**src/rtl/seven_seg_pkg.sv**
```systemverilog
// Shared constants, state encoding and value arithmetic for the seven-segment capture monitor.
package seven_seg_pkg;

  localparam logic [6:0] D0        = 7'b1000000;
  localparam logic [6:0] D1        = 7'b1111001;
  localparam logic [6:0] D2        = 7'b0100100;
  localparam logic [6:0] D3        = 7'b0110000;
  localparam logic [6:0] D4        = 7'b0011001;
  localparam logic [6:0] D5        = 7'b0010010;
  localparam logic [6:0] D6        = 7'b0000010;
  localparam logic [6:0] D7        = 7'b1011000;
  localparam logic [6:0] D8        = 7'b0000000;
  localparam logic [6:0] D9        = 7'b0010000;
  localparam logic [6:0] SEG_BLANK = 7'b1111111;

  typedef enum logic [1:0] {
    IDLE   = 2'd0,
    SETTLE = 2'd1,
    HOLD   = 2'd2
  } state_e;

  // tens*10 built from shifts so no multiplier is inferred; max result 99 fits 7 bits
  function automatic logic [6:0] pair_to_value(input logic [3:0] tens, input logic [3:0] ones);
    logic [6:0] t7;
    t7 = {3'b000, tens};
    return (t7 << 3) + (t7 << 1) + {3'b000, ones};
  endfunction

endpackage

```
**src/rtl/seg_to_digit.sv**
```systemverilog
// Combinational decode of one active-low segment pattern into a BCD digit plus legality flag.
module seg_to_digit
  import seven_seg_pkg::*;
(
  input  logic [6:0] seg,
  output logic [3:0] digit,
  output logic       legal
);

  // pattern lookup; anything outside the ten glyphs is reported illegal
  always_comb begin
    digit = 4'd0;
    legal = 1'b1;
    case (seg)
      D0:      digit = 4'd0;
      D1:      digit = 4'd1;
      D2:      digit = 4'd2;
      D3:      digit = 4'd3;
      D4:      digit = 4'd4;
      D5:      digit = 4'd5;
      D6:      digit = 4'd6;
      D7:      digit = 4'd7;
      D8:      digit = 4'd8;
      D9:      digit = 4'd9;
      default: begin
        digit = 4'd0;
        legal = 1'b0;
      end
    endcase
  end

endmodule

```
**src/rtl/seven_seg_capture.sv**
```systemverilog
// Samples a tens/ones segment pair, waits for it to be stable for STABLE_CYCLES clocks,
// then reports the decoded 0..99 value (o_valid) or an illegal pattern (o_error).
module seven_seg_capture
  import seven_seg_pkg::*;
#(
  parameter int STABLE_CYCLES = 4
) (
  input  logic        i_clk,
  input  logic        i_rst_n,
  input  logic [6:0]  i_seven_ten,
  input  logic [6:0]  i_seven_one,
  output logic [31:0] o_value,
  output logic        o_valid,
  output logic        o_error,
  output logic        o_busy
);

  localparam int CW = $clog2(STABLE_CYCLES + 1);
  localparam logic [CW-1:0] CNT_MAX    = CW'(STABLE_CYCLES);
  localparam logic [CW-1:0] CNT_ACCEPT = CW'(STABLE_CYCLES - 1);

  logic [13:0]   pair_s;
  logic [13:0]   sample_r;
  logic          match_s;
  logic          accept_s;
  logic [CW-1:0] cnt_r;
  state_e        state_r;
  logic [3:0]    ten_digit_s;
  logic [3:0]    one_digit_s;
  logic          ten_legal_s;
  logic          one_legal_s;

  // The incoming pair is the new sample; sample_r holds the previous one.
  // Accepting on the edge whose count would reach STABLE_CYCLES puts the
  // strobe in the cycle after edge E0+STABLE_CYCLES.
  always_comb begin
    pair_s   = {i_seven_ten, i_seven_one};
    match_s  = (pair_s == sample_r);
    accept_s = 1'b0;
    if ((state_r == SETTLE) && match_s && ((cnt_r == CNT_ACCEPT) || (cnt_r == CNT_MAX))) begin
      accept_s = 1'b1;
    end else begin
      accept_s = 1'b0;
    end
  end

  seg_to_digit u_ten (
    .seg   (sample_r[13:7]),
    .digit (ten_digit_s),
    .legal (ten_legal_s)
  );

  seg_to_digit u_one (
    .seg   (sample_r[6:0]),
    .digit (one_digit_s),
    .legal (one_legal_s)
  );

  // Sample register, stability counter, state machine and registered outputs.
  always_ff @(posedge i_clk or negedge i_rst_n) begin
    if (!i_rst_n) begin
      sample_r <= {SEG_BLANK, SEG_BLANK};
      cnt_r    <= '0;
      state_r  <= IDLE;
      o_value  <= 32'd0;
      o_valid  <= 1'b0;
      o_error  <= 1'b0;
      o_busy   <= 1'b0;
    end else begin
      sample_r <= pair_s;
      o_valid  <= 1'b0;
      o_error  <= 1'b0;

      if (!match_s) begin
        cnt_r <= '0;
      end else if (cnt_r != CNT_MAX) begin
        cnt_r <= cnt_r + CW'(1);
      end

      case (state_r)
        IDLE: begin
          state_r <= SETTLE;
          o_busy  <= 1'b1;
        end
        SETTLE: begin
          if (accept_s) begin
            state_r <= HOLD;
            o_busy  <= 1'b0;
            if (ten_legal_s && one_legal_s) begin
              o_value <= {25'd0, pair_to_value(ten_digit_s, one_digit_s)};
              o_valid <= 1'b1;
            end else begin
              o_error <= 1'b1;
            end
          end else begin
            o_busy <= 1'b1;
          end
        end
        HOLD: begin
          if (!match_s) begin
            state_r <= SETTLE;
            o_busy  <= 1'b1;
          end else begin
            o_busy <= 1'b0;
          end
        end
        default: begin
          state_r <= IDLE;
          o_busy  <= 1'b0;
        end
      endcase
    end
  end

endmodule

```
**config.mk**
```make
export PLATFORM = sky130hd
export DESIGN_NAME = seven_seg_capture
export DESIGN_NICKNAME = d
export VERILOG_FILES = /design/src/rtl/seven_seg_pkg.sv /design/src/rtl/seg_to_digit.sv /design/src/rtl/seven_seg_capture.sv
export SDC_FILE = /design/constraint.sdc
export NUM_CORES = 1
export LEC_CHECK = 0
export BUFFER_PORTS_ARGS = -buffer_cell sky130_fd_sc_hd__buf_2
export CORE_UTILIZATION = 45
export CTS_BUF_LIST = sky130_fd_sc_hd__clkbuf_8
export DETAILED_ROUTE_END_ITERATION = 6
export GPL_TIMING_DRIVEN = 1
export PLACE_DENSITY = 0.73
export REMOVE_ABC_BUFFERS = 1
export SLEW_MARGIN = 20
export SYNTH_ARGS = -nofsm -noshare
export SYNTH_HDL_FRONTEND = slang
export SYNTH_HIERARCHICAL = 1
export SYNTH_SLANG_ARGS = --single-unit
```
**constraint.sdc**
```tcl
create_clock -name i_clk -period 8.3 [get_ports i_clk]
set_input_delay 2.49 -clock i_clk [delete_from_list [all_inputs] [get_ports i_clk]]
set_output_delay 2.49 -clock i_clk [all_outputs]
set_load 0.005 [all_outputs]
```
# Yosys cells after proc, flatten, opt, wreduce, memory -nomap -nowiden
# Index checks and enable logic that the tools add are counted.
# op_classes
add_sub_neg	3
eq_ne	27
muxes	19
n_reduce_logical	11
# ops
cell	count
one-hot mux 4 bit (9 select lines)	2
== test 7 x 5 -> 1 bit, second input constant	6
== test 7 bit, second input constant	6
== test 7 x 6 -> 1 bit, second input constant	4
OR reduction 10 bit	2
== test 14 bit	1
== test 7 x 2 -> 1 bit, second input constant	2
logical NOT 7 bit	2
2-to-1 mux 1 bit	11
adder 7 x 4 -> 7 bit	1
adder 7 x 5 -> 7 bit	1
2-to-1 mux 3 bit	2
one-hot mux 2 bit (3 select lines)	1
2-to-1 mux 2 bit	2
!= test 2 bit, second input constant	2
adder 3 x 1 -> 3 bit, second input constant	1
== test 3 x 2 -> 1 bit, second input constant	1
== test 3 bit, second input constant	1
logical AND 1 bit	3
!= test 3 bit, second input constant	1
one-hot mux 1 bit (3 select lines)	1
AND reduction 3 bit	1
== test 2 x 1 -> 1 bit, second input constant	1
== test 2 bit, second input constant	1
4 further kinds	4
# totals
regBits	29
inputBits	16
out_inout_bits	35
word_cells	67

# Logic depth before layout (Yosys ltp)
# Gate-level depths: netlist of run 1.
# logic_depth
word_depth	7
mapped_depth	13
depth_no_buf	12

# By module
# The synthesis of run 1 kept the hierarchy.
# by_module_without_submodules
module	n_inst	cells_each	area_per_inst_um2	seq_area_each_um2
seven_seg_capture	1	133	1540.2	743.2
seg_to_digit	2	32	246.5	0.0

# Worst setup path after synthesis of run 1
# Ideal clock, no wire load.
# synth_path
path_kind	input to register
start	in i_seven_one[4]
end	reg o_value[0]
setup_ns	0.125
arrival_time_ns	3.897
required_ns	8.175
slack_ns	4.278
stages	5
path_buffers	0
path_cell_list	xor2_1 nor4_1 nand4_2 nor3_4 mux2_2
# synth_between
elab_chain_cells	5
# synth_rtl
element	line	text
from (decl)	seven_seg_capture.sv:11	input logic [6:0] i_seven_one,
== test 14 bit	seven_seg_capture.sv:38	match_s = (pair_s == sample_r);
logical AND 1 bit (2 in a row)	seven_seg_capture.sv:40	if ((state_r == SETTLE) && match_s && ((cnt_r == CNT_ACCEPT) || (cnt_r == CNT_MAX))) begin
2-to-1 mux 1 bit	seven_seg_capture.sv:40	
AND reduction 3 bit (no line)	n/a	
to (signal assigned)	seven_seg_capture.sv:90	o_value <= {25'd0, pair_to_value(ten_digit_s, one_digit_s)};
to (decl)	seven_seg_capture.sv:12	output logic [31:0] o_value,
# Every way passes these cells.
# A chain may end at the register's enable or synchronous reset.

# Worst setup path after layout of run 1
# layout_path
start	in i_seven_one[6]
end	reg o_value[4]
# Same word-level chain as after synthesis.

==> impl_metrics.env, run 1 <==
export IMPL_fillers=408
export IMPL_final_max_slew_viol_count=0
export IMPL_grt_overflow=0
export IMPL_vias=1384
export IMPL_critPathBufInv=1
export IMPL_wl_um=3320
export IMPL_p_per_area_nw_per_um2=146
export IMPL_vias_per_cell=5.03
export IMPL_die_width_um=69.2
export IMPL_drive_gt1_share_pct=25.6
export IMPL_fin_nets=249
export IMPL_synth_seq_area_share_pct=36.6
export IMPL_hpwl_um=2470
export IMPL_synth_edf_count=0
export IMPL_fin_skew_ns=0.00487
export IMPL_place_ws_ns=3.83
export IMPL_maxSlewHeadroom_pct=58.6
export IMPL_coreArea_um2=4350
export IMPL_cts_tree="built"
export IMPL_grt_usage_pct=15.3
export IMPL_holdPathEnd="o_value[2]$_DFFE_PN0P_"
export IMPL_cts_max_level=2
export IMPL_grt_max_degree=30
export IMPL_drcViolationCount=0
export IMPL_synthTopCellsByArea="dfrtp_1, dfstp_2, buf_4, xor2_1, ha_1"
export IMPL_fin_crit_sh_pct=50.3
export IMPL_min_path_cells=1
export IMPL_status="finished, final reports clean"
export IMPL_ctsHoldBuffers=0
export IMPL_antenna_found_initial=0
export IMPL_clock_sinks=29
export IMPL_pin_count=51
export IMPL_finalWeightedCongestion=0.740
export IMPL_dpl_cell_area_um2=2040
export IMPL_r2r_start="sample_r[13]$_DFF_PN1_"
export IMPL_whs_ns=0.497
export IMPL_cts_buffers=5
export IMPL_diodes=0
export IMPL_rsz0062_at_grt="false"
export IMPL_critical_path_slowest_cell="nor4_1"
export IMPL_synth_warnings=6
export IMPL_cts_resized=0
export IMPL_ant_nets=0
export IMPL_worstPathCellList="buf_2 -> xor2_1 -> nor4_1 -> nand4_2 -> nor3_4 -> mux2_2"
export IMPL_synth_seq_cells=29
export IMPL_cpPeakStageDelay_ns=0.45
export IMPL_cts_setup_buffers=0
export IMPL_dieArea_um2=4790
export IMPL_setup_slack_ns=4.12
export IMPL_root_buffer="clkbuf_8"
export IMPL_clkTransAtPathRegs_ns=0.06
export IMPL_critical_path_required_ns=8.47
export IMPL_critPathTopFamily="simple AND/OR/NAND/NOR gates"
export IMPL_clockBufferDepth=2
export IMPL_stdcell_area_um2=2140
export IMPL_grt_pass1_vias=1267
export IMPL_area_delta_synth_final_pct=5.35
export IMPL_floorplan_rows=24
export IMPL_wl_per_cell_um=12.1
export IMPL_fin_cells=275
export IMPL_reg2reg_depth=11
export IMPL_setup_worst_path_end_class="register"
export IMPL_setup_viol=0
export IMPL_port_buffers=25
export IMPL_r2r_slack_ns=5.11
export IMPL_grt_pass1_wl_um=5730
export IMPL_clk_latency_ns=0.29
export IMPL_hp_start="o_value[2]$_DFFE_PN0P_"
export IMPL_dpl_cell_count=267
export IMPL_hold_class="reg2reg"
export IMPL_synth_cell_type_count=42
export IMPL_finalCriticalPeriod_ns=4.18
export IMPL_syn_area_um2=2030
export IMPL_utilization_pct=49.2
export IMPL_drt_iter0_drc=87
export IMPL_tightest_slew_ns=0.621
export IMPL_yosysTopAreaCell="dfrtp_1"
export IMPL_synthArstFlopShare_pct=100
export IMPL_crit_path_start_kind="input port"
export IMPL_drv_cap=0
export IMPL_initial_utilization_pct=46.7
export IMPL_netlist_top_cells_count="buf_4, xor2_1, dfrtp_1"
export IMPL_critPathKind="in2reg"
export IMPL_netlist_instances=197
export IMPL_r2r_end="o_value[5]$_DFFE_PN0P_"
export IMPL_synth_top_area_share_pct=18.5
export IMPL_hold_viol=0
export IMPL_leakagePower_nw=1.03
export IMPL_synth_ff_type="dfrtp_1"
export IMPL_fp_dieH_um=69.2
export IMPL_power_mw=0.312
export IMPL_tns_ns=0
export IMPL_max_freq_mhz=239
export IMPL_firstDrtPassIters=4
export IMPL_arrival_ns=4.35
export IMPL_cp_max_fo=8
export IMPL_peakVddDrop_mv=0.111
export IMPL_synth_most_common_cell="buf_4"
export IMPL_postSynthAreaPerCell_um2=10.3
-- worst max path at each step --
stage                   startpoint  cells after the start                      to  slack (ns)
finish              i_seven_one[6]                      6  o_value[4]$_DFFE_PN0P_        4.12
global route        i_seven_one[6]                      6  o_value[1]$_DFFE_PN0P_        4.03
CTS                 i_seven_ten[5]                      6  o_value[4]$_DFFE_PN0P_        4.15
detailed placement  i_seven_ten[5]                      6  o_value[1]$_DFFE_PN0P_        3.83
global placement    i_seven_ten[5]                      6  o_value[1]$_DFFE_PN0P_        3.90
floorplan           i_seven_one[4]                      5  o_value[0]$_DFFE_PN0P_        4.28
-- cell usage in the layout (no fill, tap or decap), types with 2 or more instances in the layout --
cell and instances:
a221oi_1 2, nor2_1 9, nand2b_1 3, a21oi_1 6
o31ai_1 2, or3_2 2, nand4_1 2, inv_1 13
ha_1 9, conb_1 25, and4b_1 2, xnor2_1 4
buf_2 25, mux2_2 6, or3_1 2, or3b_1 2
fa_1 2, clkbuf_8 7, and3b_1 2, nand4b_1 4
nand3b_1 3, nor4_1 5, or4_1 2, nor4bb_1 2
dfstp_2 14, a21o_1 2, a31oi_1 2, o211ai_1 2
o21bai_1 2, nor3_1 6, o21ai_0 3, nor3b_1 4
dfrtp_1 15, o22ai_1 2, nand2_1 6, xor2_1 18
-- kinds of logic (layout without fill, tap and decap cells) --
kind of cell    after synthesis  count (layout)  synth area share [%]
other cells                   1              25                 0.184
fa+ha+maj                    11              11                  7.51
compound gates               23              23                  7.26
xor+xnor                     22              22                  9.48
mux                           7               7                  3.82
flops                        29              29                  36.6
buf+inv                      44              46                  15.8
simple gates                 60              60                  19.4
-- per-layer routing --
metal | wire length (um) | up-vias | global-route usage (%) | share of wire [%]
li1 | - | 690 | - | -
met1 | 1540 | 639 | 19.9 | 47
met2 | 1500 | 43 | 22.4 | 45
met3 | 157 | 12 | 3.92 | 4.7
met4 | 115 | 0 | 10.2 | 3.5
met5 | 0 | - | 0 | 0
-- power by group --
part	switching, mW	internal (mW)	total (mW)
Clock	0.0535	0.0747	0.128
Sequential	0.00925	0.148	0.157
Combinational	0.0147	0.0117	0.0264
Total	0.0774	0.235	0.312
-- cell type report --
cell class	instances	area, um2	share of cell area (%)
tap	52	65.1	3.04
multi-input combinational	148	1060	49.4
timing repair buffer	25	125	5.84
clock buffer	7	96.3	4.50
sequential	29	743	34.7
clock inverter	1	5.00	0.234
inverter	13	48.8	2.28
-- registers in the layout (all words and copies together) (netlist names) --
name      flops
sample_r     14
cnt_r         3
o_error       1
state_r       2
o_value       7
o_valid       1
o_busy        1
Power figures use the tool's default switching activity.
==> inputs of run 2 (changes only) <==
- ABC_AREA: not set -> 1
- PLACE_DENSITY: 0.73 -> 0.75
- clock period: 8.3 -> 3.56 ns (I/O delays scaled with it)
==> run 2 against run 1 <==
Combinational power rose to 3.6 times the previous value; area after synthesis is 12% higher; count of clock-buffer cells in the layout fell by 2; register-to-register slack got worse by 4.4 ns; largest cell class unchanged; non-clock buffer count is the same; flip-flop and latch count unchanged; critical path depth is 7 higher; utilization increased by 2.2 points; critical path type is now reg2reg; largest power group unchanged; clock power up 100%; die area increased by 11%.
==> impl_metrics.env, run 2 <==
export IMPL_r2r_start="sample_r[11]$_DFF_PN1_"
export IMPL_synthArstFlopShare_pct=100
export IMPL_worstPathCellList="nand2_1 -> nor2_1 -> nand3_1 -> o21a_1 -> nand3_2 -> inv_1 -> fa_1 -> fa_1 -> o21ai_0 -> xnor2_1 -> nand4_1 -> nand2_1 -> inv_1"
export IMPL_hp_start="o_value[0]$_DFFE_PN0P_"
export IMPL_port_buffers=25
export IMPL_holdPathEnd="o_value[0]$_DFFE_PN0P_"
export IMPL_grt_pass1_wl_um=7120
export IMPL_cp_max_fo=7
export IMPL_vias=1862
export IMPL_root_buffer="clkbuf_8"
export IMPL_synth_simple_area_share_pct=35.2
export IMPL_layout_common_cells="nand2_1, inv_1, nor2_1"
export IMPL_r2r_end="o_value[6]$_DFFE_PN0P_"
export IMPL_fin_cells=422
export IMPL_vias_per_cell=4.41
export IMPL_cts_setup_buffers=0
export IMPL_critical_path_slowest_cell="dfstp_2"
export IMPL_place_ws_ns=0.734
export IMPL_final_common_cell="nand2_1"
export IMPL_dieArea_um2=5330
export IMPL_pwr_share_clk_pct=36.6
export IMPL_coreArea_um2=4790
export IMPL_wl_um=3910
export IMPL_synth_cell_type_count=26
export IMPL_tns_ns=0
export IMPL_drcViolationCount=0
export IMPL_leakagePower_nw=1.42
export IMPL_fin_nets=381
export IMPL_switchingPower_mw=0.206
export IMPL_critPathKind="reg2reg"
export IMPL_cpPeakStageDelay_ns=0.60
export IMPL_finalCriticalPeriod_ns=2.83
export IMPL_crit_path_start_kind="register"
export IMPL_die_width_um=73.0
export IMPL_reg2reg_depth=13
export IMPL_setup_worst_path_end_class="register"
export IMPL_floorplan_rows=25
export IMPL_critPathBufInv=2
export IMPL_area_delta_synth_final_pct=8.55
export IMPL_grt_pass1_vias=1687
export IMPL_netlist_top_cells_count="nand2_1, inv_1, nor2_1"
export IMPL_yosysTopAreaCell="dfrtp_1"
export IMPL_largestRegisters="sample_r (14), o_value (7), cnt_r (3)"
export IMPL_r2r_slack_ns=0.73
export IMPL_cts_tree="built"
export IMPL_postSynthAreaPerCell_um2=7.02
export IMPL_pin_count=51
export IMPL_swShare_pct=28.8
export IMPL_cts_resized=0
export IMPL_hold_viol=0
export IMPL_drive_gt1_share_pct=21.4
export IMPL_antenna_found_initial=0
export IMPL_final_max_slew_viol_count=0
export IMPL_p_per_area_nw_per_um2=291
export IMPL_stdcell_area_um2=2460
export IMPL_synth_most_common_cell="nand2_1"
export IMPL_peakVddDrop_mv=0.242
export IMPL_fin_crit_sh_pct=79.4
export IMPL_min_path_cells=2
export IMPL_grt_usage_pct=17.6
export IMPL_synth_warnings=6
export IMPL_cts_max_level=2
export IMPL_status="finished, final reports clean"
export IMPL_fin_skew_ns=0.00484
export IMPL_grt_max_degree=30
export IMPL_firstDrtPassIters=4
export IMPL_synth_seq_area_share_pct=32.8
export IMPL_synth_xor_xnor_area_share_pct=3.09
export IMPL_critical_path_required_ns=3.74
export IMPL_ant_nets=0
export IMPL_synth_edf_count=0
export IMPL_synthMuxAreaShare_pct=0
export IMPL_intPower_mw=0.510
export IMPL_synth_ff_type="dfrtp_1"
export IMPL_dpl_cell_area_um2=2380
export IMPL_netlist_instances=323
export IMPL_synth_top_family_by_area="simple AND/OR/NAND/NOR gates"
export IMPL_grt_overflow=0
export IMPL_initial_utilization_pct=47.4
export IMPL_finalWeightedCongestion=0.834
export IMPL_syn_area_um2=2270
export IMPL_ctsHoldBuffers=0
export IMPL_clockBufferDepth=2
export IMPL_drv_cap=0
export IMPL_dpl_cell_count=414
export IMPL_clk_latency_ns=0.28
export IMPL_synth_seq_cells=29
export IMPL_rsz0062_at_grt="false"
export IMPL_maxSlewHeadroom_pct=56.2
export IMPL_setup_viol=0
export IMPL_drt_iter0_drc=97
export IMPL_power_frac_seq_pct=50.2
export IMPL_synth_fa_ha_area_share_pct=6.73
export IMPL_pwr_share_comb_pct=13.3
export IMPL_cts_buffers=5
export IMPL_hold_class="reg2reg"
export IMPL_synthTopCellsByArea="dfrtp_1, dfstp_2, nand2_1, buf_4, inv_1"
export IMPL_fp_dieH_um=73.0
export IMPL_synth_compound_gate_area_share_pct=4.08
export IMPL_utilization_pct=51.4
export IMPL_synth_top_area_share_pct=16.6
export IMPL_tightest_slew_ns=0.657
export IMPL_regMostFlops="sample_r"
export IMPL_largest_register_ffs=14
export IMPL_wl_per_cell_um=9.27
export IMPL_arrival_ns=3.01
export IMPL_diodes=0
export IMPL_max_freq_mhz=354
export IMPL_clkTransAtPathRegs_ns=0.06
export IMPL_hpwl_um=3160
export IMPL_setup_slack_ns=0.733
export IMPL_critPathTopFamily="adder cells"
export IMPL_clock_sinks=29
==> run 2: changes by cell type in the layout (fill, tap and decap cells not counted), sizes merged, moves of 6 or more <==
cell / before / now
inv: 13 / 57
nand2: 6 / 99
nor2: 9 / 48
xor2: 18 / 4
nand3: 1 / 18
nor3: 7 / 1
mux2: 6 / 0
==> run 2: stage by stage <==
stage | hold slack, ns | power [mW]
floorplan | 0.466 | 0.427
global placement | 0.470 | 0.456
detailed placement | 0.470 | 0.460
CTS | 0.487 | 0.724
global route | 0.512 | 0.756
finish | 0.476 | 0.715
==> run 2: logic make-up after synthesis <==
group,Yosys count
buffers and inverters,82
AOI/OAI and AO/OA,17
adders and majority gates,11
xor gates and xnor gates,8
and+or+nand+nor,175
other,1
DFF,29
==> run 2: cell type report <==
class,count,area (um2)
Clock inverter,3,13.8
Tap cell,67,83.8
Timing Repair Buffer,25,125
Multi-Input combinational cell,236,1210
Inverter,57,219
Clock buffer,5,68.8
Fill cell,482,2320
Sequential cell,29,743
==> run 2: routing by layer <==
metal	global-route usage [%]	wire length (um)	up-vias
met2	29.5	1840	42
li1	-	-	991
met1	21.7	1810	824
met3	4.28	183	5
met4	6.54	72	0
met5	0	0	-
==> run 2: worst max-delay path by stage <==
stage / end / depth (start not counted) / slack, ns / start
CTS: o_value[6]$_DFFE_PN0P_ / 13 / 0.72 / sample_r[11]$_DFF_PN1_
floorplan: o_value[6]$_DFFE_PN0P_ / 13 / 0.89 / sample_r[11]$_DFF_PN1_
global placement: o_value[6]$_DFFE_PN0P_ / 13 / 0.79 / sample_r[11]$_DFF_PN1_
finish: o_value[6]$_DFFE_PN0P_ / 13 / 0.73 / sample_r[11]$_DFF_PN1_
detailed placement: o_value[6]$_DFFE_PN0P_ / 13 / 0.73 / sample_r[11]$_DFF_PN1_
global route: o_value[6]$_DFFE_PN0P_ / 14 / 0.48 / sample_r[10]$_DFF_PN1_
==> run 2: power by group through the flow <==
stage / logic (mW) / registers (mW) / clock network (mW)
after floorplan: 0.0657 / 0.361 / 0
after global placement: 0.0930 / 0.363 / 0
after detailed placement: 0.0953 / 0.364 / 0
after CTS: 0.0959 / 0.359 / 0.269
after global routing: 0.113 / 0.361 / 0.283
final: 0.0948 / 0.359 / 0.262
==> run 2: worst reg2reg max path: cells and delay by family, from the launching register on <==
kind                     cells  cell delay [ns]
XOR/XNOR                     1             0.14
buffers and inverters        2             0.10
AND/OR/NAND/NOR              6             0.54
AO/OA/AOI/OAI                2             0.36
adder cells (fa/ha/maj)      2             0.99
flip-flops                   1             0.60
==> inputs of run 3 (changes only) <==
- clock period: 3.56 -> 2.57 ns (I/O delays scaled with it)
==> run 3 against run 2 <==
The run now ends with negative setup slack left; sequential share of layout area decreased by 3.5 points; fmax increased by 7.9%; final area increased by 13%; hold slack improved by 0.0037 ns; sequential power increased by 38%; setup slack got worse by 0.78 ns; non-clock buffer count increased by 30; total power increased by 46%; count of clock-buffer cells in the layout increased by 1; register-to-register slack got worse by 0.78 ns; first-iteration DRC count decreased by 9.3%; clock power increased by 46%; largest cell class unchanged.
==> impl_metrics.env, run 3 (synthesis results as in run 2) <==
export IMPL_critical_path_required_ns=2.76
export IMPL_rsz0062_at_grt="true"
export IMPL_setup_worst_path_end_class="register"
export IMPL_crit_path_start_kind="register"
export IMPL_drv_cap=0
export IMPL_grt_pass1_wl_um=7470
export IMPL_area_delta_synth_final_pct=22.6
export IMPL_clk_latency_ns=0.29
export IMPL_clockBufferDepth=2
export IMPL_port_buffers=25
export IMPL_failed_checks="negative setup slack"
export IMPL_root_buffer="clkbuf_8"
export IMPL_cp_max_fo=5
export IMPL_pwr_share_clk_pct=36.6
export IMPL_regMostFlops="sample_r"
export IMPL_largest_register_ffs=14
export IMPL_cts_buffers=5
export IMPL_switchingPower_mw=0.290
export IMPL_pwr_share_comb_pct=16.2
export IMPL_grt_usage_pct=18.4
export IMPL_final_max_slew_viol_count=0
export IMPL_hold_viol=0
export IMPL_firstDrtPassIters=4
export IMPL_drcViolationCount=0
export IMPL_antenna_found_initial=0
export IMPL_fp_dieH_um=73.0
export IMPL_setup_viol=2
export IMPL_clock_sinks=29
export IMPL_drt_iter0_drc=88
export IMPL_peakVddDrop_mv=0.295
export IMPL_ctsHoldBuffers=0
export IMPL_dieArea_um2=5330
export IMPL_stdcell_area_um2=2780
export IMPL_die_width_um=73.0
export IMPL_swShare_pct=27.7
export IMPL_final_common_cell="nand2_1"
export IMPL_dpl_cell_area_um2=2570
export IMPL_initial_utilization_pct=47.4
export IMPL_setup_slack_ns=-0.0509
export IMPL_drive_gt1_share_pct=32.7
export IMPL_vias=1968
export IMPL_critPathKind="reg2reg"
export IMPL_vias_per_cell=4.35
export IMPL_arrival_ns=2.81
export IMPL_tightest_slew_ns=0.634
export IMPL_layout_common_cells="nand2_1, inv_1, nor2_1"
export IMPL_pin_count=51
export IMPL_dpl_cell_count=439
export IMPL_tns_ns=-0.0972
export IMPL_cts_max_level=2
export IMPL_max_freq_mhz=382
export IMPL_finalWeightedCongestion=0.832
export IMPL_power_mw=1.05
export IMPL_ant_nets=0
export IMPL_fin_cells=452
export IMPL_grt_max_degree=30
export IMPL_wl_per_cell_um=9.52
export IMPL_coreArea_um2=4790
export IMPL_clkTransAtPathRegs_ns=0.06
export IMPL_leakagePower_nw=1.59
export IMPL_finalCriticalPeriod_ns=2.62
export IMPL_floorplan_rows=25
export IMPL_fin_crit_sh_pct=102
export IMPL_hpwl_um=3260
export IMPL_status="finished, violations left"
export IMPL_grt_overflow=0
export IMPL_wl_um=4300
export IMPL_intPower_mw=0.756
export IMPL_power_frac_seq_pct=47.2
export IMPL_largestRegisters="sample_r (14), o_value (7), cnt_r (3)"
export IMPL_cts_tree="built"
export IMPL_hold_class="reg2reg"
export IMPL_grt_pass1_vias=1855
export IMPL_whs_ns=0.480
export IMPL_fin_skew_ns=0.00474
export IMPL_fin_nets=411
export IMPL_diodes=0
export IMPL_maxSlewHeadroom_pct=57.7
export IMPL_p_per_area_nw_per_um2=376
==> run 3: changes by cell type in the layout (fill, tap and decap cells not counted), moves of 3 or more <==
cell | previous run | this run
nor2_1 | 33 | 29
nand2_2 | 3 | 6
buf_4 | 0 | 28
inv_1 | 51 | 48
inv_2 | 6 | 9
nand2_1 | 96 | 93
==> run 3: layer usage <==
layer  GRT usage [%]  wire (um)  vias to the layer above
met2            30.3       2040                       55
met4            8.28        108                        0
li1                -          -                     1050
met5               0          0                        -
met3            5.39        189                        9
met1            22.2       1960                      854
==> run 3: worst paths after layout <==
path | startpoint | end | slack, ns | depth (start not counted)
max | sample_r[11]$_DFF_PN1_ | o_value[5]$_DFFE_PN0P_ | -0.05 | 15
min | o_value[1]$_DFFE_PN0P_ | o_value[1]$_DFFE_PN0P_ | 0.48 | 2
max reg2reg | sample_r[11]$_DFF_PN1_ | o_value[5]$_DFFE_PN0P_ | -0.05 | 15
min reg2reg | o_value[1]$_DFFE_PN0P_ | o_value[1]$_DFFE_PN0P_ | 0.48 | 2
max in group asynchronous | i_rst_n | o_value[0]$_DFFE_PN0P_ | 1.65 | 1
min in group asynchronous | i_rst_n | o_value[6]$_DFFE_PN0P_ | 0.50 | 1
==> run 3: final cells by class <==
cell class / count / area [um2]
fillers: 450 / 2010
multi-input cells: 236 / 1280
flip-flops and latches: 29 / 743
repair buffers: 55 / 358
inverters: 57 / 221
well taps: 67 / 83.8
clock buffers: 6 / 82.6
clock inverters: 2 / 7.51
==> run 3: critical path, cell delays in order, from the launching register on <==
cell and delay [ns]:
dfstp_2 0.59, nand2_2 0.08, nor2_2 0.13, nand3_2 0.08
o21a_1 0.12, nand3_2 0.09, inv_2 0.04, fa_2 0.56
inv_1 0.05, ha_1 0.26, nand3_1 0.08, nand2_1 0.06
xnor2_1 0.15, nand4_1 0.10, nand2_1 0.08, inv_1 0.04
==> run 3: power groups by stage <==
stage               combinational (mW)  clock, mW  sequential [mW]
floorplan                       0.0910          0            0.501
global placement                 0.155          0            0.499
detailed placement               0.158          0            0.500
CTS                              0.164      0.395            0.493
global route                     0.197      0.415            0.496
finish                           0.169      0.382            0.494
==> run 3: timing repair <==
action | 4_1_cts | 5_1_grt
gates cloned | 0 | 0
buffers inserted | 4 | 1
pin swaps | 18 | 14
setup endpoints to repair | 3 | 3
resized for setup | 11 | 17
==> run 3: stage by stage <==
stage	setup slack (ns)	utilization (%)
after detailed placement	-0.230	53.6
after global placement	-0.138	53.6
after global routing	-0.211	58.1
after CTS	-0.0216	57.0
after floorplan	-0.0993	-
final	-0.0509	58.1
